==> config.mk <==
export PLATFORM = sky130hd
export DESIGN_NAME = if_id_stage_flat
export DESIGN_NICKNAME = d
export VERILOG_FILES = /design/src/rtl/if_id_stage_if.sv /design/src/rtl/if_id_stage.sv /design/src/flat_wrapper.sv
export SDC_FILE = /design/constraint.sdc
export NUM_CORES = 1
export LEC_CHECK = 0
export CORE_MARGIN = 2
export CORE_UTILIZATION = 46
export CTS_BUF_LIST = sky130_fd_sc_hd__clkbuf_4 sky130_fd_sc_hd__clkbuf_8
export DETAILED_ROUTE_END_ITERATION = 8
export MAX_ROUTING_LAYER = met4
export PLACE_DENSITY = 0.79
export SLEW_MARGIN = 40
export SYNTH_ARGS = -nofsm -noshare
export SYNTH_HDL_FRONTEND = slang
export SYNTH_SLANG_ARGS = --single-unit
export TNS_END_PERCENT = 50
==> constraint.sdc <==
create_clock -name clk -period 4.81 [get_ports clk]
set_input_delay 0.962 -clock clk [delete_from_list [all_inputs] [get_ports clk]]
set_output_delay 0.962 -clock clk [all_outputs]
set_load 0.005 [all_outputs]
==> src/rtl/if_id_stage_if.sv <==
// Handshake and result bundle between the IF/ID stage, the hazard unit,
// the instruction memory and the decode stage.
interface if_id_stage_if;
  logic        pc_wr_en;
  logic        ifid_wr_en;
  logic        bubble_sel;
  logic        branch_taken;
  logic [31:0] branch_target;
  logic        imem_valid;
  logic [31:0] imem_rdata;
  logic        imem_req;
  logic [31:0] imem_addr;
  logic [31:0] ifid_instr;
  logic [31:0] ifid_pc_plus4;
  logic        ifid_valid;
  logic        id_bubble;
  logic [15:0] stall_count;

  modport master (
    output pc_wr_en, ifid_wr_en, bubble_sel, branch_taken, branch_target,
           imem_valid, imem_rdata,
    input  imem_req, imem_addr, ifid_instr, ifid_pc_plus4, ifid_valid,
           id_bubble, stall_count
  );

  modport slave (
    input  pc_wr_en, ifid_wr_en, bubble_sel, branch_taken, branch_target,
           imem_valid, imem_rdata,
    output imem_req, imem_addr, ifid_instr, ifid_pc_plus4, ifid_valid,
           id_bubble, stall_count
  );
endinterface

==> src/rtl/if_id_stage.sv <==
// Fetch stage with PC, IF/ID pipeline register, one-entry hold buffer for
// words that arrive during a stall, and a saturating stall counter.
//
// state | meaning
// IDLE  | single cycle after reset release, no fetch issued
// FETCH | fetch request for the PC outstanding every cycle
// HOLD  | fetched word parked in the hold buffer until both enables return
module if_id_stage #(
  parameter logic [31:0] RESET_PC  = 32'h00000000,
  parameter logic [31:0] NOP_INSTR = 32'h00000000
) (
  input  logic          clk,
  input  logic          reset,
  if_id_stage_if.slave  bus
);

  typedef enum logic [1:0] {
    IDLE  = 2'd0,
    FETCH = 2'd1,
    HOLD  = 2'd2
  } stateT;

  stateT       stateQ, stateN;
  logic [31:0] pcQ, pcN;
  logic [31:0] instrQ, instrN;
  logic [31:0] pcPlus4Q, pcPlus4N;
  logic        validQ, validN;
  logic [31:0] holdQ, holdN;
  logic        bubbleQ;
  logic [15:0] stallCntQ;

  logic [31:0] pcInc;
  logic        advance;
  logic        stallCycle;

  assign pcInc   = pcQ + 32'd4;
  // An IF/ID hold with the PC enabled still counts as a stall: PC only moves with a load.
  assign advance = bus.pc_wr_en & bus.ifid_wr_en;
  assign stallCycle = ~bus.pc_wr_en | ~bus.ifid_wr_en |
                      ((stateQ == FETCH) & ~bus.imem_valid);

  always_ff @(posedge clk or posedge reset) begin
    if (reset) begin
      stateQ    <= IDLE;
      pcQ       <= RESET_PC;
      instrQ    <= NOP_INSTR;
      pcPlus4Q  <= 32'd0;
      validQ    <= 1'b0;
      holdQ     <= 32'd0;
      bubbleQ   <= 1'b0;
      stallCntQ <= 16'd0;
    end else begin
      stateQ   <= stateN;
      pcQ      <= pcN;
      instrQ   <= instrN;
      pcPlus4Q <= pcPlus4N;
      validQ   <= validN;
      holdQ    <= holdN;
      bubbleQ  <= bus.bubble_sel | bus.branch_taken;
      if (stallCycle && stallCntQ != 16'hFFFF)
        stallCntQ <= stallCntQ + 16'd1;
    end
  end

  always_comb begin
    stateN   = stateQ;
    pcN      = pcQ;
    instrN   = instrQ;
    pcPlus4N = pcPlus4Q;
    validN   = validQ;
    holdN    = holdQ;

    if (bus.branch_taken) begin
      // Redirect wins over everything, including a word arriving this cycle.
      stateN = FETCH;
      pcN    = bus.branch_target;
      instrN = NOP_INSTR;
      validN = 1'b0;
      holdN  = 32'd0;
    end else begin
      case (stateQ)
        IDLE: stateN = FETCH;
        FETCH: begin
          if (bus.imem_valid) begin
            if (advance) begin
              instrN   = bus.imem_rdata;
              pcPlus4N = pcInc;
              validN   = 1'b1;
              pcN      = pcInc;
            end else begin
              holdN  = bus.imem_rdata;
              stateN = HOLD;
            end
          end else if (bus.ifid_wr_en) begin
            validN = 1'b0;
          end
        end
        HOLD: begin
          if (advance) begin
            instrN   = holdQ;
            pcPlus4N = pcInc;
            validN   = 1'b1;
            pcN      = pcInc;
            stateN   = FETCH;
          end
        end
        default: stateN = IDLE;
      endcase
    end
  end

  assign bus.imem_req      = (stateQ == FETCH);
  assign bus.imem_addr     = pcQ;
  assign bus.ifid_instr    = instrQ;
  assign bus.ifid_pc_plus4 = pcPlus4Q;
  assign bus.ifid_valid    = validQ;
  assign bus.id_bubble     = bubbleQ;
  assign bus.stall_count   = stallCntQ;

endmodule
==> src/flat_wrapper.sv <==
// flat-port wrapper written by rule: the top's interface ports become plain ports
module if_id_stage_flat 
#(
  parameter logic [31:0] RESET_PC  = 32'h00000000,
  parameter logic [31:0] NOP_INSTR = 32'h00000000
)
  (clk, reset, bus_pc_wr_en, bus_ifid_wr_en, bus_bubble_sel, bus_branch_taken, bus_branch_target, bus_imem_valid, bus_imem_rdata, bus_imem_req, bus_imem_addr, bus_ifid_instr, bus_ifid_pc_plus4, bus_ifid_valid, bus_id_bubble, bus_stall_count);
  if_id_stage_if bus_i ();
  input  logic clk;
  input  logic reset;
  input wire logic [$bits(bus_i.pc_wr_en)-1:0] bus_pc_wr_en;
  input wire logic [$bits(bus_i.ifid_wr_en)-1:0] bus_ifid_wr_en;
  input wire logic [$bits(bus_i.bubble_sel)-1:0] bus_bubble_sel;
  input wire logic [$bits(bus_i.branch_taken)-1:0] bus_branch_taken;
  input wire logic [$bits(bus_i.branch_target)-1:0] bus_branch_target;
  input wire logic [$bits(bus_i.imem_valid)-1:0] bus_imem_valid;
  input wire logic [$bits(bus_i.imem_rdata)-1:0] bus_imem_rdata;
  output wire logic [$bits(bus_i.imem_req)-1:0] bus_imem_req;
  output wire logic [$bits(bus_i.imem_addr)-1:0] bus_imem_addr;
  output wire logic [$bits(bus_i.ifid_instr)-1:0] bus_ifid_instr;
  output wire logic [$bits(bus_i.ifid_pc_plus4)-1:0] bus_ifid_pc_plus4;
  output wire logic [$bits(bus_i.ifid_valid)-1:0] bus_ifid_valid;
  output wire logic [$bits(bus_i.id_bubble)-1:0] bus_id_bubble;
  output wire logic [$bits(bus_i.stall_count)-1:0] bus_stall_count;
  assign bus_i.pc_wr_en = bus_pc_wr_en;
  assign bus_i.ifid_wr_en = bus_ifid_wr_en;
  assign bus_i.bubble_sel = bus_bubble_sel;
  assign bus_i.branch_taken = bus_branch_taken;
  assign bus_i.branch_target = bus_branch_target;
  assign bus_i.imem_valid = bus_imem_valid;
  assign bus_i.imem_rdata = bus_imem_rdata;
  assign bus_imem_req = bus_i.imem_req;
  assign bus_imem_addr = bus_i.imem_addr;
  assign bus_ifid_instr = bus_i.ifid_instr;
  assign bus_ifid_pc_plus4 = bus_i.ifid_pc_plus4;
  assign bus_ifid_valid = bus_i.ifid_valid;
  assign bus_id_bubble = bus_i.id_bubble;
  assign bus_stall_count = bus_i.stall_count;
  if_id_stage #(.RESET_PC(RESET_PC), .NOP_INSTR(NOP_INSTR)) u_core (.clk(clk), .reset(reset), .bus(bus_i));
endmodule
Word-level counts from Yosys, hierarchy flattened. Cells that the tools add are included. W data, S select, Z words.

Bitwise operators: 9. Add/sub/neg operators: 2. Eq/ne operators: 10. Multiplexer cells: 26. Reduce and logical (&&, ||, !) cells: 12.

Operator list (count): $mux W32 (13); $pmux W32 S2 (3); $add A32 B3 Y32 const B (1); $add A16 B1 Y16 const B (1); $ne A16 B16 Y1 const B (1); $reduce_and A3 Y1 (3); $mux W2 (4); $ne A3 B2 Y1 const B (2); $ne A3 B3 Y1 const B (2); $pmux W2 S3 (1); $reduce_bool A2 Y1 (3); $mux W1 (4); $ne A2 B2 Y1 const B (2); $ne A4 B4 Y1 const B (1); $not A1 Y1 (4); $reduce_and A2 Y1 (2); $reduce_and A4 Y1 (1); $or A1 B1 Y1 (3); $reduce_bool A3 Y1 (1); $and A1 B1 Y1 (2); $eq A2 B1 Y1 const B (1); $eq A2 B2 Y1 const B (1); $logic_not A2 Y1 (1); $pmux W1 S2 (1); $logic_and A1 B1 Y1 (1).

Logic and storage cells: 67. Input bits: 71. Output and inout bits: 115. Register bits: 148.

Longest topological paths before layout. Gate-level depths: netlist (run 1).

Depth in word-level cells: 5. Gate-level depth with buffers: 9.

Worst setup path after synthesis (run 1). Ideal clock, no wire load.

Path type: input to register. Start point: input bus_pc_wr_en. End point: register u_core.pcQ[20] (netlist: u_core.bus.imem_addr[20]). Arrival: 2.117 ns. Cell stages on the path: 6. Buffers on the path: 1. Setup slack: 2.565 ns. Data required time: 4.682 ns. Library setup time: 0.128 ns. Path through: nand2_1 > or2_2 > clkbuf_1 > nor4_1 > xnor2_1 > o21ai_2.

Cells in the longest elaborated chain, start to end: 5.

RTL lines: from (decl) (RTL line flat_wrapper.sv:11) `input wire logic [$bits(bus_i.pc_wr_en)-1:0] bus_pc_wr_en;`; $and A1 B1 Y1 * (RTL line if_id_stage.sv:38) `assign advance = bus.pc_wr_en & bus.ifid_wr_en;`; $mux W32 *; $mux W32; $pmux W32 S2 *; $mux W32 *; to (signal assigned) (RTL line if_id_stage.sv:54) `pcQ <= pcN;`; to (decl) (RTL line if_id_stage.sv:24) `logic [31:0] pcQ, pcN;`.

Mark *: on every way between the ends. The rest lies on a longest branch, timed or not. The select of a mux whose other input is x is not followed. A chain may end at the register's enable or synchronous reset.

Final worst setup path (run 1).
Start point: register u_core.stateQ[1]. End point: output bus_imem_req.

Cells in the longest elaborated chain, start to end: 1.

RTL lines: from (decl) (RTL line if_id_stage.sv:23) `stateT stateQ, stateN;`; from (signal assigned) (RTL line if_id_stage.sv:53) `stateQ <= stateN;`; $eq A2 B1 Y1 (RTL line if_id_stage.sv:112) `assign bus.imem_req = (stateQ == FETCH);`; to (decl) (RTL line flat_wrapper.sv:18) `output wire logic [$bits(bus_i.imem_req)-1:0] bus_imem_req;`.

No other way between the ends.

==> impl_results.md, run 1 <==
- Min-Delay Path Class: reg -> reg
- Hold_buf cts: 0
- Vias: 5,896
- Reg2Reg Depth: 8
- Nets: 996
- Post-Syn Nets: 837
- Die area: 16,700 um^2
- Switching part of the total power: 29.0%
- Synth Cell Area: 7210 um^2
- Crit. End Element: primary output
- Reg2Reg Capture Point: u_core.bus.imem_addr[11]
- Initial antenna violation count: 1
- DIE WIDTH: 129 um
- First-pass GRT wire length: 29,000 um
- Pre-CTS WS: 1540 ps
- Clock tree buffer depth: 2
- VDD IR max: 0.238 mV
- Largest net degree at the start of global routing: 149
- Via count of the first global-routing pass: 5,702
- Clk_skew: 7.17 ps
- Clock Latency Late Sink: 460 ps
- Die Span Y: 129 um
- NetSw: 1.11 mW
- Yosys cell types: 44
- Final core occ: 63.6%
- Async SR Flop Fraction: 100%
- Setup WS post-layout: 1920 ps
- Detailed Route Iter0 Violations: 430
- YS warnings: 0
- Syn_area_per_cell: 9.49 um^2
- Non-filler instance count after layout: 1,144
- Drc violations: 0
- Crit path required time: 3850 ps
- Number of fill cells: 1,253
- Max Cap Viol: 0
- EDFF count, synth: 0
- Final Slew Violations: 0
- Combinational share of power: 26.4%
- Dpl cell area: 9200 um^2
- Fmax: 346 MHz
- Placer Congestion: 0.829
- Cell Rows: 45
- Clk sinks: 148
- DR WL/cell: 15.7 um
- Setup CP Type: reg -> out
- Total Power: 3.82 mW
- Unrepaired setup endpoints after global routing: false
- Final setup TNS: 0 ps
- Fin area: 9700 um^2
- Area delta synth->final: 34.5%
- CTS tree: yes
- Initial Util: 47.3%
- Tightest hold margin: 479 ps
- Congestion Overflow GR: 0
- Reg clk slew, reported paths: 80 ps
- Final hold violation count: 0
- I/O Pins: 186
- Relative slew slack: 49.9%
- Detailed placer's ending HPWL: 12,000 um
- Pwr/cell area: 394 nW/um^2
- Seq cells post-synth: 148
- Reg-to-reg critical path startpoint: u_core.stateQ[1]
- Reg power frac: 44.0%
- R2r setup slk: 2260 ps
- Status: finished clean
- Antenna viol nets, final: 0
- Syn Inst Count: 760
- Internal: 2.71 mW
- Crit-path max FO: 8
- CTS H-tree depth: 4
- Root Driver: clkbuf_8
- Post-synthesis sequential area ratio: 51.3%
- Port Buffers: 185
- DRT Pass-1 Iters: 5
- DP Cell Count: 1,110
- Worst slew pin tran: 751 ps
- Cts repair resizes: 0
- Leak Pwr: 3.82 nW
- Ys flop type: dfrtp_1
- Final Setup Violations: 0
- Min cycle time layout: 2890 ps
- CP Capture Point: bus_imem_req
- Worst Setup Start Kind: register
- Arr. time, crit path: 1930 ps
- Setup Fix Bufs, Post-CTS: 0
- Area of the core: 15,300 um^2
- Clk pwr share: 29.6%
- Final Cycle Share: 60.1%
- Overall Global Routing Usage: 22.9%
- Share of post-route cells with drive strength above 1: 7.51%
- Total Wirelength: 17,900 um
- CP startpoint: u_core.stateQ[1]
- TritonCTS Buffers: 17
- Vias per cell: 5.15
==> cells in the mapped netlist, types with 6 or more instances <==
cell	number	area (um^2)
nand4_1	14	87.6
buf_1	6	22.5
inv_1	6	22.5
dfrtp_1	148	3700
a211oi_1	32	240
and3_1	8	50.1
clkbuf_1	36	135
nor2_1	54	203
nand2_1	155	582
xnor2_1	37	324
buf_2	7	35.0
o21ai_0	49	245
ha_1	6	75.1
nor3_1	14	70.1
a21oi_1	37	185
mux2i_1	34	340
xor2_1	33	289
o21ai_1	10	50.1
nand3_1	21	105
==> cell families after synthesis <==
kind of cell / Yosys count / synth area share [%]
mux: 37 / 5.19
simple gates: 304 / 19.7
compound gates: 136 / 10.8
flops: 148 / 51.3
buf+inv: 59 / 3.42
xor+xnor: 70 / 8.50
fa+ha+maj: 6 / 1.04
==> routing by layer <==
| layer | vias to the layer above | share of wire (%) | wire (um) | global-route usage, % |
|---|---|---|---|---|
| li1 | 2914 | - | - | - |
| met1 | 2787 | 46 | 8280 | 30.8 |
| met2 | 168 | 46 | 8210 | 33.9 |
| met3 | 27 | 6.5 | 1170 | 5.66 |
| met4 | 0 | 1.6 | 293 | 7.86 |
| met5 | - | 0 | 0 | - |
==> worst min-delay path by stage <==
stage | from | to | slack, ps | cells after the start
final | u_core.bus.ifid_pc_plus4[11] | u_core.bus.ifid_pc_plus4[11] | 480 | 2
after global routing | u_core.bus.ifid_pc_plus4[29] | u_core.bus.ifid_pc_plus4[29] | 500 | 2
after CTS | u_core.bus.ifid_pc_plus4[16] | u_core.bus.ifid_pc_plus4[16] | 490 | 2
after detailed placement | u_core.bus.ifid_pc_plus4[0] | u_core.bus.ifid_pc_plus4[0] | 470 | 2
after global placement | u_core.bus.ifid_pc_plus4[8] | u_core.bus.ifid_pc_plus4[8] | 460 | 2
after floorplan | u_core.bus.imem_addr[0] | u_core.bus.ifid_pc_plus4[0] | 460 | 2
==> layout make-up <==
cell class / instances / area, um^2 / area share (%)
clock inverters: 13 / 205 / 2.11
well taps: 211 / 264 / 2.72
inverters: 6 / 26.3 / 0.271
flip-flops and latches: 148 / 3700 / 38.2
repair buffers: 193 / 1950 / 20.1
multi-input cells: 553 / 3290 / 34.0
clock buffers: 19 / 262 / 2.70
diodes: 1 / 2.50 / 0.0258
==> power groups by stage <==
stage / Combinational, mW / Sequential [mW] / Clock [mW]
final: 1.01 / 1.68 / 1.13
after floorplan: 0.419 / 1.68 / 0
after CTS: 1.02 / 1.68 / 1.15
after global routing: 1.12 / 1.72 / 1.20
after detailed placement: 1.02 / 1.70 / 0
after global placement: 0.989 / 1.70 / 0
==> flip-flops by register name, indices dropped and copies added, names as in the netlist <==
register                  count
u_core.bus.ifid_instr        32
u_core.bus.ifid_pc_plus4     32
u_core.bus.imem_addr         32
u_core.holdQ                 32
u_core.bus.stall_count       16
u_core.stateQ                 2
u_core.bus.id_bubble          1
u_core.bus.ifid_valid         1
==> worst max-delay path, cell delays in order, from the launching register on <==
cell and delay, ps:
dfrtp_1 440, inv_1 100, ha_1 350, clkdlybuf4s50_1 590
==> cells in the final DEF (no fill, tap or decap), types with 5 or more instances in the layout <==
cell	Yosys	layout
nor2_1	54	53
a21oi_1	37	36
mux2i_1	34	34
nand3_1	21	20
nor3_1	14	13
xor2_1	33	33
o21ai_0	49	49
dfrtp_1	148	148
nand4_1	14	14
nor3_2	4	5
xnor2_1	37	37
and3_1	8	8
clkdlybuf4s50_1	0	184
ha_1	6	5
o21ai_1	10	10
buf_4	2	6
clkbuf_8	0	19
bufinv_16	0	5
a211oi_1	32	32
inv_1	6	5
or2_2	5	5
nand2_1	155	155
(Power assumes the default switching activity.)
==> inputs of run 2 (changes only) <==
--- a/config.mk
+++ b/config.mk
@@ -6,11 +6,11 @@
 export NUM_CORES = 1
 export LEC_CHECK = 0
 export CORE_MARGIN = 2
-export CORE_UTILIZATION = 46
+export CORE_UTILIZATION = 51
 export CTS_BUF_LIST = sky130_fd_sc_hd__clkbuf_4 sky130_fd_sc_hd__clkbuf_8
 export DETAILED_ROUTE_END_ITERATION = 8
 export MAX_ROUTING_LAYER = met4
-export PLACE_DENSITY = 0.79
+export PLACE_DENSITY = 0.83
 export SLEW_MARGIN = 40
 export SYNTH_ARGS = -nofsm -noshare
 export SYNTH_HDL_FRONTEND = slang
==> constraint.sdc (replaced) <==
create_clock -name clk -period 3 [get_ports clk]
set_input_delay 0.6 -clock clk [delete_from_list [all_inputs] [get_ports clk]]
set_output_delay 0.6 -clock clk [all_outputs]
set_load 0.005 [all_outputs]
==> impl_results.md, run 2 (synthesis gave the netlist of run 1 again) <==
- Unrepaired setup endpoints after global routing: false
- Hold Startpoint: u_core.bus.ifid_pc_plus4[14]
- Overall Global Routing Usage: 25.4%
- Area delta synth->final: 34.9%
- Share of post-route cells with drive strength above 1: 7.88%
- Number of fill cells: 1,040
- Relative slew slack: 60.0%
- Tightest hold margin: 478 ps
- Cts repair resizes: 0
- Combinational share of power: 27.0%
- TritonCTS Buffers: 17
- Critical path's slowest cell: clkdlybuf4s50_1
- Initial Util: 52.2%
- First-pass GRT wire length: 28,900 um
- Largest net degree at the start of global routing: 93
- Arr. time, crit path: 1900 ps
- NetSw: 1.74 mW
- Root Driver: clkbuf_8
- Area of the core: 13,800 um^2
- Clk_skew: 12.2 ps
- Min cycle time layout: 2500 ps
- Max Cap Viol: 0
- Worst Setup Start Kind: register
- Commonest non-fill, non-tap cells in the layout: 184 x clkdlybuf4s50_1, 155 x nand2_1, 148 x dfrtp_1
- Pwr/cell area: 624 nW/um^2
- Antenna viol nets, final: 0
- Final setup TNS: 0 ps
- Vias: 6,074
- Vias per cell: 5.43
- Die area: 15,100 um^2
- ANT cells: 0
- Drc violations: 0
- Clk pwr share: 28.6%
- Setup CP Type: reg -> out
- CP startpoint: u_core.stateQ[1]
- Detailed placer's ending HPWL: 12,200 um
- Pre-CTS WS: 396 ps
- DR WL/cell: 16.1 um
- CTS H-tree depth: 4
- Min-Delay Path Class: reg -> reg
- Reg2Reg Capture Point: u_core.bus.imem_addr[20]
- Reg-to-reg critical path startpoint: u_core.bus.imem_addr[3]
- Die Span Y: 123 um
- Reg2Reg Depth: 6
- Congestion Overflow GR: 0
- Crit. End Element: primary output
- Placer Congestion: 0.839
- Clock Latency Late Sink: 460 ps
- Setup Fix Bufs, Post-CTS: 0
- Leak Pwr: 3.87 nW
- Most common cell after layout, fill and taps aside: clkdlybuf4s50_1
- CTS tree: yes
- Setup WS post-layout: 500 ps
- Switching part of the total power: 28.7%
- Initial antenna violation count: 0
- VDD IR max: 0.381 mV
- Hold_buf cts: 0
- Status: finished clean
- DIE WIDTH: 123 um
- Final Cycle Share: 83.3%
- Hold Path Sink: u_core.bus.ifid_pc_plus4[14]
- Nets: 1,003
- Via count of the first global-routing pass: 5,760
- DRT Pass-1 Iters: 6
- Worst slew pin tran: 601 ps
- Cell Rows: 43
- Clk sinks: 148
- Crit-path cells: inv_1, ha_1, clkdlybuf4s50_1
- Internal: 4.33 mW
- Crit-path max FO: 8
- Fmax: 400 MHz
- I/O Pins: 186
- Port Buffers: 185
- Reg power frac: 44.4%
- R2r setup slk: 720 ps
- Final hold violation count: 0
- Reg clk slew, reported paths: 70 ps
- Final Setup Violations: 0
- Worst hold stages: 2
- Final Slew Violations: 0
- Bufs and invs on worst path: 2
- Max incr delay on CP: 590 ps
- Total Wirelength: 18,000 um
- Clock tree buffer depth: 2
- Crit path required time: 2400 ps
- Detailed Route Iter0 Violations: 449
- CP top delay family: buffers and inverters
run 2: cell count changes in the layout (fill, tap and decap cells not counted), moves of 2 or more:
cell / delta
buf_12: +6
buf_4: +3
clkbuf_4: +3
clkinv_4: -2
run 2: tightest hold or removal path, delay by kind of cell, from the launching register on:
kind	cells	cell delay (ps)
flops	1	340
compound gates	1	60
simple gates	1	50
run 2: worst max path at each step:
stage	end	slack, ps	cells past startpoint
global placement	u_core.bus.imem_addr[31]	490	6
detailed placement	u_core.bus.imem_addr[21]	400	6
global route	bus_imem_req	390	3
floorplan	u_core.bus.id_bubble	540	1
CTS	bus_imem_req	460	3
finish	bus_imem_req	500	3
run 2: metal layers:
metal | GRT usage (%) | vias to the layer above | wire length [um]
li1 | - | 2923 | -
met1 | 33.7 | 2919 | 7890
met3 | 6.50 | 18 | 1280
met4 | 7.54 | 0 | 196
met5 | - | - | 0
met2 | 38.7 | 214 | 8620
run 2: power by group through the flow:
stage | Combinational (mW) | Clock [mW] | Sequential, mW
finish | 1.64 | 1.74 | 2.70
global route | 1.81 | 1.88 | 2.74
CTS | 1.66 | 1.78 | 2.69
detailed placement | 1.65 | 0 | 2.73
global placement | 1.61 | 0 | 2.72
floorplan | 0.672 | 0 | 2.69
run 2: layout make-up:
cell class / instances / area, um^2 / share of cell area (%)
sequential: 148 / 3700 / 38.1
timing repair buffer: 200 / 2050 / 21.1
inverter: 6 / 26.3 / 0.270
clock inverter: 9 / 150 / 1.54
tap: 180 / 225 / 2.31
clock buffer: 23 / 298 / 3.06
multi-input combinational: 553 / 3280 / 33.7
run 2: through the flow:
stage	util (%)	instances	cell area [um^2]	total power [mW]
final	70.4	1119	9730	6.07
after global routing	70.4	1119	9730	6.43
after CTS	70.4	1119	9730	6.13
after detailed placement	67.1	1087	9280	4.38
after global placement	67.1	1087	9280	4.33
after floorplan	-	760	7220	3.36
